File: src/rtl/fetch_sequencer.sv
// Instruction fetch sequencer: fetches words over a req/ack handshake, holds each one for the
// decoder, and computes the next PC from the decoder's jump/branch outputs and the ALU zero flag.
module fetch_sequencer #(
    parameter logic [31:0] RESET_PC = 32'h0000_0000,
    parameter int unsigned CNT_W    = 32
) (
    input  logic             clk,
    input  logic             rst_n,
    output logic             imem_req,
    output logic [31:0]      imem_addr,
    input  logic             imem_ack,
    input  logic [31:0]      imem_rdata,
    output logic [31:0]      instr,
    output logic             instr_valid,
    input  logic             instr_ready,
    input  logic             jump,
    input  logic             j_and_link,
    input  logic             j_reg,
    input  logic             branch_eq,
    input  logic             branch_not_eq,
    input  logic             zero,
    input  logic [31:0]      rs_data,
    output logic [31:0]      pc,
    output logic [31:0]      link_addr,
    output logic [CNT_W-1:0] retired
);

    typedef enum logic [1:0] {StIdle, StFetch, StIssue} state_e;

    state_e           state_q, state_d;
    logic [31:0]      pc_q, pc_d;
    logic [31:0]      instr_q, instr_d;
    logic             req_q, req_d;
    logic             valid_q, valid_d;
    logic [CNT_W-1:0] retired_q, retired_d;

    logic [31:0] pc_plus4;
    logic [31:0] br_off;
    logic [31:0] next_pc;
    logic        jr_sel;
    logic        jump_any;
    logic        taken;

    assign pc_plus4 = pc_q + 32'd4;
    assign br_off   = {{14{instr_q[15]}}, instr_q[15:0], 2'b00};
    // j_reg comes from funct alone, so it only means jr when the opcode is R-type.
    assign jr_sel   = j_reg & (instr_q[31:26] == 6'b0);
    assign jump_any = jump | j_and_link;
    assign taken    = (branch_eq & zero) | (branch_not_eq & ~zero);

    always_comb begin
        next_pc = pc_plus4;
        if (jr_sel) begin
            next_pc = rs_data;
        end else if (jump_any) begin
            next_pc = {pc_plus4[31:28], instr_q[25:0], 2'b00};
        end else if (taken) begin
            next_pc = pc_plus4 + br_off;
        end
    end

    always_comb begin
        state_d   = state_q;
        pc_d      = pc_q;
        instr_d   = instr_q;
        req_d     = req_q;
        valid_d   = valid_q;
        retired_d = retired_q;
        unique case (state_q)
            StIdle: begin
                state_d = StFetch;
                req_d   = 1'b1;
            end
            StFetch: begin
                if (imem_ack) begin
                    instr_d = imem_rdata;
                    state_d = StIssue;
                    req_d   = 1'b0;
                    valid_d = 1'b1;
                end
            end
            StIssue: begin
                if (instr_ready) begin
                    pc_d      = next_pc;
                    retired_d = retired_q + CNT_W'(1);
                    state_d   = StFetch;
                    req_d     = 1'b1;
                    valid_d   = 1'b0;
                end
            end
            default: begin
                state_d = StIdle;
                req_d   = 1'b0;
                valid_d = 1'b0;
            end
        endcase
    end

    always_ff @(posedge clk or negedge rst_n) begin
        if (!rst_n) begin
            state_q   <= StIdle;
            pc_q      <= RESET_PC;
            instr_q   <= 32'h0;
            req_q     <= 1'b0;
            valid_q   <= 1'b0;
            retired_q <= '0;
        end else begin
            state_q   <= state_d;
            pc_q      <= pc_d;
            instr_q   <= instr_d;
            req_q     <= req_d;
            valid_q   <= valid_d;
            retired_q <= retired_d;
        end
    end

    assign imem_req    = req_q;
    assign imem_addr   = pc_q;
    assign instr       = instr_q;
    assign instr_valid = valid_q;
    assign pc          = pc_q;
    assign link_addr   = pc_plus4;
    assign retired     = retired_q;

endmodule

File: config.mk
export PLATFORM = sky130hd
export DESIGN_NAME = fetch_sequencer
export DESIGN_NICKNAME = d
export VERILOG_FILES = /design/src/rtl/fetch_sequencer.sv
export SDC_FILE = /design/constraint.sdc
export NUM_CORES = 1
export LEC_CHECK = 0
export ABC_AREA = 1
export ABC_CLOCK_PERIOD_IN_PS = 3300
export BUFFER_PORTS_ARGS = -buffer_cell sky130_fd_sc_hd__clkbuf_2
export CORE_MARGIN = 3
export CORE_UTILIZATION = 41
export CTS_CLUSTER_DIAMETER = 150
export DETAILED_ROUTE_END_ITERATION = 12
export PLACE_DENSITY_LB_ADDON = 0.12
export SLEW_MARGIN = 25
export SYNTH_ARGS = -nofsm -noshare
export SYNTH_HDL_FRONTEND = slang
export SYNTH_SLANG_ARGS = --single-unit
File: constraint.sdc
create_clock -name clk -period 3.3 [get_ports clk]
set_input_delay 0.495 -clock clk [delete_from_list [all_inputs] [get_ports clk]]
set_output_delay 0.495 -clock clk [all_outputs]
set_load 0.01 [all_outputs]
==> results of run 1 <==
==> cells in the final DEF, fill, tap and decap left out, types with 16 or more instances in the layout <==
cell / netlist / final
mux2_2: 30 / 30
nor2_1: 121 / 114
xnor2_1: 16 / 16
nand2_1: 372 / 371
ha_1: 37 / 32
nand3_1: 73 / 72
buf_4: 34 / 76
dfrtp_1: 99 / 92
xor2_1: 35 / 33
clkbuf_2: 0 / 234
a21oi_1: 62 / 61
nand4_1: 19 / 19
o21ai_0: 33 / 32
inv_1: 158 / 158
nor3_1: 25 / 23
==> kinds of logic after synthesis <==
logic type | after synthesis | share of synthesized area (%)
AOI/OAI and AO/OA | 123 | 8.37
xor gates and xnor gates | 51 | 5.46
adders and majority gates | 38 | 5.91
buffers and inverters | 214 | 11.5
DFF | 99 | 30.3
muxes | 30 | 4.13
and+or+nand+nor | 651 | 34.3
==> flip-flops by register name, indices dropped and copies added, names as in the netlist <==
name / cells
instr: 32
instr_valid: 1
imem_req: 1
imem_addr: 32
retired: 32
state_q: 1
==> repair_timing <==
action | 4_1_cts | 5_1_grt
endpoints found under the setup margin | 1 | 20
resized for setup | 1 | 32
pin swaps | 0 | 1
buffers inserted | 0 | 2
==> area by class of cell <==
| cell class | instances | area (um2) |
|---|---|---|
| fillers | 2054 | 9180 |
| multi-input cells | 893 | 4870 |
| flip-flops and latches | 99 | 2490 |
| repair buffers | 311 | 1760 |
| inverters | 159 | 597 |
| well taps | 265 | 332 |
| clock buffers | 10 | 229 |
| clock inverters | 6 | 67.6 |
==> routing by layer <==
metal | wire (um) | part of all wire, % | vias up | global-route usage [%]
met5 | 0 | 0 | - | 0
met4 | 1080 | 3.5 | 0 | 9.55
met3 | 1960 | 6.4 | 61 | 5.71
met2 | 14100 | 46 | 299 | 45.3
met1 | 13400 | 44 | 4099 | 37.9
li1 | - | - | 4356 | -
==> worst max path at each step <==
| stage | slack (ns) | cells past startpoint | startpoint | end |
|---|---|---|---|---|
| detailed placement | -0.02 | 21 | imem_addr[3] | imem_addr[26] |
| global placement | -0.09 | 19 | imem_addr[18] | imem_addr[26] |
| global route | -0.11 | 20 | imem_addr[3] | imem_addr[26] |
| CTS | 0.03 | 21 | imem_addr[3] | imem_addr[26] |
| floorplan | 0.44 | 19 | imem_addr[2] | imem_addr[30] |
| finish | 0.14 | 19 | imem_addr[21] | imem_addr[26] |
==> power breakdown <==
| group | total (uW) | leakage, uW | switching [uW] | internal (uW) |
|---|---|---|---|---|
| clock network | 1090 | 0.000144 | 555 | 538 |
| registers | 2240 | 0.00123 | 595 | 1650 |
| logic | 7490 | 0.00440 | 4560 | 2930 |
| total | 10800 | 0.00577 | 5710 | 5120 |
==> through the flow <==
stage | hold WS, ns | area [um2] | utilization [%] | TNS (ns)
final | 0.161 | 10300 | 53.0 | 0
after global routing | 0.214 | 10300 | 53.0 | -0.337
after CTS | 0.221 | 10200 | 52.3 | 0
after detailed placement | 0.463 | 9910 | 50.8 | -0.0177
after global placement | 0.466 | 9910 | 50.8 | -0.108
after floorplan | 0.199 | 8170 | - | 0
==> run summary, run 1 <==
CP peak stage delay: 0.43 ns
io pins: 236
Worst R2R End: imem_addr[26]
most frequent cells after synthesis: 372 x nand2_1, 158 x inv_1, 121 x nor2_1
total number of vias: 8815
synthesized area: 0.00817 mm2
top-count cell post-synth: nand2_1
top_reg_cell synth: dfrtp_1
Port Buffer Count: 235
Longest Clk Path Bufs: 2
max frequency: 0.316 GHz
Die ar.: 0.0217 mm2
PwrDens: 1050 mW/mm2
Num CTS Buffers: 9
Overall Global Routing Usage: 28.1%
synthesis warning total: 0
DIE HEIGHT: 147 um
Tot Pwr: 10800 uW
worst path bufs/invs: 3
R2R depth: 19
Clock Latency Late Sink: 0.37 ns
Post-CTS Hold Fix Bufs: 0
CTS tree: yes
grt total ovfl: 0
Cells after Synth: 1206
CTS clk-pin slew, worst paths: 0.08 ns
# H-tree levels: 3
final hold violation count: 0
critical-path maximum fanout: 5
Final HPWL DP: 24.7 mm
final worst path period need: 3.16 ns
clock sink count: 99
Distinct cells, synth: 40
Yosys top cell area share: 30.3%
status: completed
period utilisation layout: 95.8%
final setup violation count: 0
Critical Path Source Type: flip-flop
fin nets: 1585
1st-iter DRT viols: 554
FP Rows: 51
Hold Crit Class: in -> async
Layout area overhead: 26.6%
setup slack, reg-to-reg: 0.14 ns
pre-CTS WS: -0.0177 ns
CTS Root Cell: clkbuf_16
fraction of registers with async set/reset: 100%
CP max-delay cell: dfrtp_1
gpl congestion: 0.994
initial antenna violation count: 0
pin count of the biggest net entering global routing: 100
Syn Nets: 1318
post-synthesis sequential area ratio: 30.3%
VDD IR max: 676 uV
kind of end point of the critical path: flip-flop
Antenna Nets Post-Route: 0
Starting Density: 41.9%
Yosys reg bits: 99
DR DRC count: 0
vias in the first global route: 8611
RSZ-0062 raised after global routing: true
max-cap violations: 0
DR vias/cell: 5.06
Max-slew headroom: 43.3%
Antenna Cells: 0
routed wire length: 30.5 mm
RR Startpoint: imem_addr[21]
post-synthesis average cell area: 6.78 um2
synth top area cells: dfrtp_1 30%, nand2_1 17%, inv_1 7.3%, ha_1 5.7%, nor2_1 5.6%
area of the core: 0.0195 mm2
share of cells above drive strength 1: 27.5%
wire per inst: 17.5 um
max-slew violations: 0
Finished Layout Cells: 1743
critical path type: reg -> reg
Detailed Routing Iterations Pass 1: 5
Die Span X: 147 um
delay-heaviest family, CP: simple AND/OR/NAND/NOR gates
first-pass GRT wire length: 47.6 mm
worst path cell trace: inv_1 > nor3_1 > nand2_1 > nor2_1 > nand2_1 > xor2_1 > ha_1 > nand2_1 > buf_4 > nor2_4 > nand2_1 > inv_1 > nand3_1 > nand3_1 > nand2_1 > nand3_1 > nand2_1 > nand2_1 > o21ai_0
number of synthesized flops with an enable pin: 0
CP required: 3.55 ns
crit-path most repeated cell: nand2_1
Worst EP arrival: 3.41 ns
DP Cell Count: 1725
Pleak: 0.00577 uW
worst slew pin tran: 0.850 ns
setup ws final: 0.139 ns
cell taking the most area after synthesis: dfrtp_1
clock skew: 0.0114 ns
Note: power is estimated with default switching activity, not from simulation.
==> inputs of run 2 (changes only) <==
--- a/config.mk
+++ b/config.mk
@@ -10,6 +10,7 @@
 export BUFFER_PORTS_ARGS = -buffer_cell sky130_fd_sc_hd__clkbuf_2
 export CORE_MARGIN = 3
 export CORE_UTILIZATION = 41
+export CTS_BUF_LIST = sky130_fd_sc_hd__clkbuf_4
 export CTS_CLUSTER_DIAMETER = 150
 export DETAILED_ROUTE_END_ITERATION = 12
 export PLACE_DENSITY_LB_ADDON = 0.12
==> run 2 against run 1 <==
The run now ends with hold timing left. Core utilization down 0.49 points. Critical path depth is the same. Non-clock buffer count grew 5. Sequential share of layout area up 0.27 points. Maximum frequency grew 1.1%. Combinational power is 0.7% higher. Via count is essentially flat. First-iteration DRC count down 12%. Critical endpoint unchanged.
==> run summary, run 2 (synthesis results as in run 1) <==
pre-CTS WS: -0.0177 ns (unchanged)
DP Cell Count: 1725 (unchanged)
DR DRC count: 0 (unchanged)
Longest Clk Path Bufs: 2 (unchanged)
Final HPWL DP: 24.7 mm (unchanged)
initial antenna violation count: 1 (+1)
Detailed Routing Iterations Pass 1: 5 (unchanged)
gpl congestion: 0.994 (unchanged)
status: complete, but fails checks
Worst R2R End: imem_addr[26]
Num CTS Buffers: 9 (unchanged)
final worst path period need: 3.13 ns (-0.0354 ns)
commonest non-fill, non-tap cell in the layout: nand2_1
end of the critical path: imem_addr[26]
Setup TNS Final: 0 ns (unchanged)
CP startpoint: imem_addr[21]
Die Span X: 147 um (unchanged)
Port Buffer Count: 235 (unchanged)
most frequent cells in the layout: 370 x nand2_1, 234 x clkbuf_2, 157 x inv_1
max-cap violations: 0 (unchanged)
area of the core: 0.0195 mm2 (unchanged)
DR vias/cell: 5.04 (-0.39%)
kind of end point of the critical path: flip-flop
Worst EP arrival: 3.54 ns (+0.13 ns)
first-pass GRT wire length: 47.5 mm (-0.17%)
io pins: 236 (unchanged)
RR Startpoint: imem_addr[21]
failing checks: hold timing
setup ws final: 0.174 ns (+0.0354 ns)
routed wire length: 30.5 mm (about the same)
clock sink count: 99 (unchanged)
clock skew: 0.0261 ns (+0.0147 ns)
Hold Crit Class: in -> async
Die ar.: 0.0217 mm2 (unchanged)
Post-CTS Hold Fix Bufs: 0 (unchanged)
pin count of the biggest net entering global routing: 100 (unchanged)
CTS clk-pin slew, worst paths: 0.18 ns (+0.10 ns)
max-slew violations: 0 (unchanged)
total number of vias: 8811 (-0.045%)
final setup violation count: 0 (unchanged)
critical path type: reg -> reg
Max-slew headroom: 43.3% (about the same)
wire per inst: 17.4 um (-0.39%)
CTS Root Cell: clkbuf_4
Starting Density: 41.9% (unchanged)
Pleak: 0.00573 uW (-0.77%)
Overall Global Routing Usage: 28.0% (-0.11 points)
final core occ: 52.5% (-0.49 points)
R2R depth: 19 (unchanged)
share of cells above drive strength 1: 28.4% (+0.85 points)
vias in the first global route: 8589 (-0.26%)
Layout area overhead: 25.4%
final hold violation count: 5 (+5)
period utilisation layout: 94.7% (-1.1 points)
setup slack, reg-to-reg: 0.17 ns (+0.04 ns)
DIE HEIGHT: 147 um (unchanged)
Critical Path Source Type: flip-flop
PwrDens: 1020 mW/mm2 (-2.4%)
Finished Layout Cells: 1749 (+0.34%)
fillers: 2072 (+0.88%)
RSZ-0062 raised after global routing: true
1st-iter DRT viols: 487 (-12%)
critical-path maximum fanout: 5 (unchanged)
Hold WS: -0.0123 ns (-0.173 ns)
VDD IR max: 651 uV (-3.7%)
CP required: 3.71 ns (+0.16 ns)
CTS tree: yes
FP Rows: 51 (unchanged)
Clock Latency Late Sink: 0.51 ns (+0.14 ns)
# H-tree levels: 3 (unchanged)
max frequency: 0.320 GHz (+1.1%)
worst slew pin tran: 0.850 ns (+0.00000739 ns)
fin nets: 1590 (+0.32%)
Antenna Nets Post-Route: 0 (unchanged)
grt total ovfl: 0 (unchanged)
## run 2: how the worst min path moves through the flow
stage               cells after the start        start            end
finish                                  2        rst_n  imem_addr[30]
global route                            2        rst_n  imem_addr[30]
CTS                                     2        rst_n    retired[12]
detailed placement                      2  instr_valid    instr_valid
global placement                        2  instr_valid    instr_valid
floorplan                               0        rst_n   imem_addr[0]
## run 2: layer usage
metal,GRT usage (%),share of wire (%)
met1,37.5,44
met2,45.4,46
met3,5.83,6.8
met4,9.41,2.8
met5,0,0
## run 2: timing repair
item / in CTS / in global routing
setup endpoints to repair: 2 / 20
gates cloned: 0 / 0
setup buffers: 0 / 7
resized for setup: 1 / 40
## run 2: worst max-delay path: stages, from the launching register on
cell and delay [ns]:
dfrtp_1 0.46, inv_1 0.11, nor3_1 0.27, nand2_1 0.15
nor2_1 0.12, nand2_1 0.11, xor2_1 0.21, ha_1 0.38
nand2_1 0.12, buf_4 0.16, nor2_4 0.12, nand2_1 0.07
inv_1 0.07, nand3_1 0.15, nand3_1 0.13, nand2_1 0.07
nand3_2 0.10, nand2_1 0.09, nand2_1 0.06, o21ai_0 0.07
## run 2: cell type report
class	count	area [um2]	share of cell area [%]
multi-input combinational	893	4890	47.7
sequential	99	2490	24.3
timing repair buffer	316	1800	17.5
inverter	159	597	5.82
tap	265	332	3.23
clock buffer	10	75.1	0.732
clock inverter	6	67.6	0.659
antenna	1	2.50	0.0244
## run 2: per-stage QoR
step | total power [uW] | cell area (um2) | hold WS [ns]
global route | 11400 | 10300 | 0.0226
floorplan | 6630 | 8170 | 0.199
global placement | 9490 | 9910 | 0.466
CTS | 10200 | 10100 | 0.0288
detailed placement | 9480 | 9910 | 0.463
finish | 10500 | 10300 | -0.0123
## run 2: power by group
part / switching, uW / total, uW / internal [uW]
logic: 4580 / 7540 / 2970
clock network: 509 / 697 / 187
registers: 581 / 2230 / 1650
total: 5670 / 10500 / 4800
